### config.mk
export PLATFORM = sky130hd
export DESIGN_NAME = ctrl_result_drainer
export DESIGN_NICKNAME = d
export VERILOG_FILES = /design/src/rtl/ctrl_result_drainer.sv
export SDC_FILE = /design/constraint.sdc
export NUM_CORES = 1
export LEC_CHECK = 0
export ABC_AREA = 1
export CAP_MARGIN = 20
export CORE_UTILIZATION = 40
export DETAILED_ROUTE_END_ITERATION = 6
export REMOVE_ABC_BUFFERS = 1
export SETUP_SLACK_MARGIN = 0.15
export SLEW_MARGIN = 25
export SYNTH_ARGS = -nofsm -noshare
export SYNTH_HDL_FRONTEND = slang
export SYNTH_SLANG_ARGS = --single-unit
### constraint.sdc
create_clock -name clk -period 3.4 [get_ports clk]
set_clock_uncertainty 0.1 [all_clocks]
set_input_delay 0.68 -clock clk [delete_from_list [all_inputs] [get_ports clk]]
set_output_delay 0.68 -clock clk [all_outputs]
set_load 0.02 [all_outputs]
### src/rtl/ctrl_result_drainer.sv
// Captures one run of pipelined multiplier results keyed by the controller's
// state_count, then streams them to the sink over a valid/ready handshake.
module ctrl_result_drainer #(
   parameter int DW        = 16,
   parameter int DEPTH     = 8,
   parameter int CAP_FIRST = 3,
   parameter int CAP_LAST  = 10
) (
   input  logic          clk,
   input  logic          rstn,
   input  logic          start,
   input  logic [4:0]    state_count,
   input  logic          end_signal,
   input  logic [DW-1:0] din,
   output logic [DW-1:0] out_data,
   output logic          out_valid,
   input  logic          out_ready,
   output logic          out_last,
   output logic          busy,
   output logic          done,
   output logic          err,
   output logic [1:0]    dbg_state
);

   localparam int AW = (DEPTH > 1) ? $clog2(DEPTH) : 1;
   localparam int CW = $clog2(DEPTH + 1);

   localparam logic [1:0] IDLE    = 2'd0;
   localparam logic [1:0] CAPTURE = 2'd1;
   localparam logic [1:0] DRAIN   = 2'd2;
   localparam logic [1:0] DONE    = 2'd3;

   localparam logic [4:0]    CF       = 5'(CAP_FIRST);
   localparam logic [4:0]    CL       = 5'(CAP_LAST);
   localparam logic [CW-1:0] CNT_FULL = CW'(DEPTH);
   localparam logic [AW-1:0] IDX_LAST = AW'(DEPTH - 1);

   // Handshake: a word transfers on every rising edge where out_valid && out_ready;
   // out_data/out_last are held unchanged while out_valid && !out_ready.

   logic [1:0]    state;
   logic [CW-1:0] cap_cnt;
   logic [AW-1:0] rd_idx;
   logic [AW-1:0] wr_idx;
   logic          in_window;
   logic [DW-1:0] buf_mem [DEPTH];

   assign in_window = (state_count >= CF) && (state_count <= CL);
   assign wr_idx    = AW'(state_count - CF);

   assign out_valid = (state == DRAIN);
   assign out_last  = (state == DRAIN) && (rd_idx == IDX_LAST);
   assign busy      = (state == CAPTURE) || (state == DRAIN);
   assign done      = (state == DONE);
   assign dbg_state = state;

   // Buffer has no reset; its contents only matter after a full capture.
   always_ff @(posedge clk) begin
      if (state == CAPTURE && in_window) begin
         buf_mem[wr_idx] <= din;
      end
   end

   always_ff @(posedge clk or negedge rstn) begin
      if (!rstn) begin
         state    <= IDLE;
         cap_cnt  <= '0;
         rd_idx   <= '0;
         out_data <= '0;
         err      <= 1'b0;
      end else begin
         case (state)
            IDLE: begin
               if (start && !end_signal) begin
                  state   <= CAPTURE;
                  cap_cnt <= '0;
               end
            end
            CAPTURE: begin
               if (!start) begin
                  state <= IDLE;
               end else begin
                  // Saturate so a stalled controller cannot wrap the count to DEPTH.
                  if (in_window && cap_cnt != '1) begin
                     cap_cnt <= cap_cnt + CW'(1);
                  end
                  if (end_signal) begin
                     if (cap_cnt == CNT_FULL) begin
                        state    <= DRAIN;
                        rd_idx   <= '0;
                        out_data <= buf_mem[0];
                     end else begin
                        state <= DONE;
                        err   <= 1'b1;
                     end
                  end
               end
            end
            DRAIN: begin
               if (out_ready) begin
                  rd_idx   <= rd_idx + AW'(1);
                  out_data <= buf_mem[rd_idx + AW'(1)];
                  if (rd_idx == IDX_LAST) begin
                     state <= DONE;
                  end
               end
            end
            DONE: begin
               if (!start) begin
                  state <= IDLE;
                  err   <= 1'b0;
               end
            end
            default: state <= IDLE;
         endcase
      end
   end

endmodule

==> results.yml <==
status:
  status: "finished clean"
synthesis:
  yosysMostFrequentCell: "nand2_1"
  ys_top_cells_by_count: "184 x nand2_1, 128 x edfxtp_1, 126 x nor2_1"
  syn_inst: 639
  synth.area.top_cells: "edfxtp_1 58%, nand2_1 10%, dfrtp_1 9.8%, nor2_1 7.1%, o21ai_0 3.3%"
  synth_edf_count: 128
  synth-seq-cells: 154
  syn-cell-area_mm2: 0.00664
  yosysTopAreaCellShare_pct: 57.9
  yosys_warnings: 0
  ys.flop_type: "edfxtp_1"
  yosys.area.top_type: "edfxtp_1"
  avgSynthCellArea_um2: 10.4
  yosysUniqueCellTypes: 24
  seq_area_frac_synth_pct: 67.6
  async_flop_share_pct: 16.9
clock_network:
  clockRootBuffer: "clkbuf_16"
  cts_inserted_buffers: 17
  cts_resized: 0
  cts.sinks: 154
  cts_tree: "done"
  hold_buffers: 0
  clk_path_buf_depth: 2
  cts.clk_slew.worst_paths_ns: 0.06
  cts_max_level: 4
  clk_latency_ns: 0.42
  post-cts-setup-buffer-count: 0
detailed_routing:
  drc_errors: 0
  vias: 4580
  ant_nets: 0
  drt-total-wl_um: 14700
  drtPass1Iterations: 5
  viasPerCell: 4.97
  wl_per_cell_um: 15.9
  drtIter0Drc: 299
sta:
  maxSlewHeadroom_pct: 40.0
  setup_viol_count_final: 0
  max_freq_mhz: 356
  fin_crit_ns: 2.81
  rsz0062_at_grt: "no"
  hold_viol: 0
  period_share_pct: 82.5
  final_max_slew_viol_count: 0
  tightest_slew_ns: 0.900
  fin_ws_ns: 0.595
  timing.setup.tns_ns: 0
die:
  fp.dieW_um: 131
  dieArea_mm2: 0.0171
  rows: 46
  pin_count: 49
  fp.coreArea_mm2: 0.0161
  fp.dieH_um: 131
  start_util_pct: 41.4
final_layout:
  finalNetCount: 730
  final_layout_size_suffix_gt1_share_pct: 8.07
  diodes: 0
  fillers: 1425
  areaGrowthSynthToFinish_pct: 20.0
setup_path:
  r2r_slack_ns: 0.75
  cp_max_fo: 7
  timing.rr.start: "dbg_state[0]"
  worstPathRequired_ns: 2.62
  worstSetupEndpointType: "primary output"
  worst_ep_arrival_time_ns: 2.03
  start_kind: "register"
  r2r-end: "out_data[12]"
  worstSetupPathType: "register to primary output"
  reg2reg_depth: 9
placed_design:
  dp_hpwl_um: 8550
  post-place-ws_ns: 0.464
  portBuffers: 48
  place_congestion: 0.803
global_route:
  antenna_found_initial: 0
  overflow: 0
  grt_pass1_vias: 4471
  grt_pass1_wl_um: 23400
  gr-usage-all-layers_pct: 18.9
  grt_max_degree: 67
hold_path:
  worstHoldEndpoint: "rd_idx[1]"
  hold_class: "register to register"
  hold_start: "rd_idx[1]"
  min_path_cells: 2
pwr:
  power_density_mw_per_mm2: 791
  p_leak_nw: 3.05
  peakVddDrop_mv: 0.567
flow_run:
  maxCapViolations: 0
[stage by stage]
stage | hold slack [ns] | total power [mW] | area [um2] | std cells | util (%)
2_1_floorplan | 0.284 | 3.76 | 6500 | 612 | -
5_1_grt | 0.419 | 6.74 | 7970 | 922 | 49.6
3_5_place_dp | 0.375 | 4.58 | 7410 | 890 | 46.1
4_1_cts | 0.390 | 6.37 | 7970 | 922 | 49.6
3_3_place_gp | 0.366 | 4.54 | 7410 | 890 | 46.1
6_report | 0.391 | 6.31 | 7970 | 922 | 49.6
[worst max-delay path by stage]
stage | startpoint | to | slack (ns) | depth (start not counted)
finish | dbg_state[0] | out_last | 0.59 | 5
global route | dbg_state[0] | out_last | 0.44 | 5
CTS | dbg_state[0] | out_last | 0.56 | 5
detailed placement | state_count[0] | buf_mem[2][7] | 0.46 | 10
global placement | state_count[1] | buf_mem[3][11] | 0.51 | 9
floorplan | rd_idx[0] | out_data[10] | 0.36 | 9
[layout by cell type (no fill, tap or decap), types with 2 or more instances in the layout]
cell	synthesis	layout
edfxtp_1	128	128
buf_4	2	13
o21ai_0	44	44
dfrtp_1	26	25
nand2_1	184	184
clkinv_1	0	3
nor3_2	0	8
clkbuf_1	6	2
inv_2	3	2
nand3_1	40	40
o21a_1	2	2
inv_1	21	21
ha_1	11	11
clkinv_2	0	2
clkinvlp_4	0	6
nor2_1	126	126
o21ai_1	10	10
clkdlybuf4s50_1	0	48
clkbuf_16	0	17
bufinv_16	0	2
[metal layers]
layer	GRT usage (%)	wire length (um)	vias to the layer above
li1	-	-	2242
met1	23.5	6610	2209
met2	32.2	7250	116
met3	4.97	671	13
met4	5.54	136	0
met5	0	0	-
[worst max-delay path: stages, from the launching register on]
cell and delay [ns]:
dfrtp_1 0.44, inv_1 0.16, ha_1 0.29, nand2_1 0.07, inv_1 0.05, clkdlybuf4s50_1 0.59
[cells by family after synthesis]
logic type               synth area share [%]
flip-flops                               67.6
XOR/XNOR                                0.132
buffers and inverters                    3.54
AO/OA/AOI/OAI                            4.52
adder cells (fa/ha/maj)                  2.07
AND/OR/NAND/NOR                          22.1
[flip-flops by register name (all words and copies together) (netlist names), named ones only]
name / cells
out_data: 16
dbg_state: 1
cap_cnt: 4
buf_mem: 128
rd_idx: 3
err: 1
[area by class of cell]
cell class / count / area [um2] / area share, %
multi-input cells: 434 / 1950 / 24.5
inverters: 24 / 91.3 / 1.15
well taps: 216 / 270 / 3.39
repair buffers: 62 / 598 / 7.50
clock inverters: 13 / 130 / 1.63
flip-flops and latches: 154 / 4500 / 56.4
clock buffers: 19 / 433 / 5.43
[power by group]
group	internal (mW)	switching, mW	leakage (nW)
Sequential	2.22	0.0995	1.46
Clock	1.07	0.720	0.254
Combinational	0.758	1.44	1.34
Total	4.05	2.26	3.05
(Power assumes the default switching activity.)
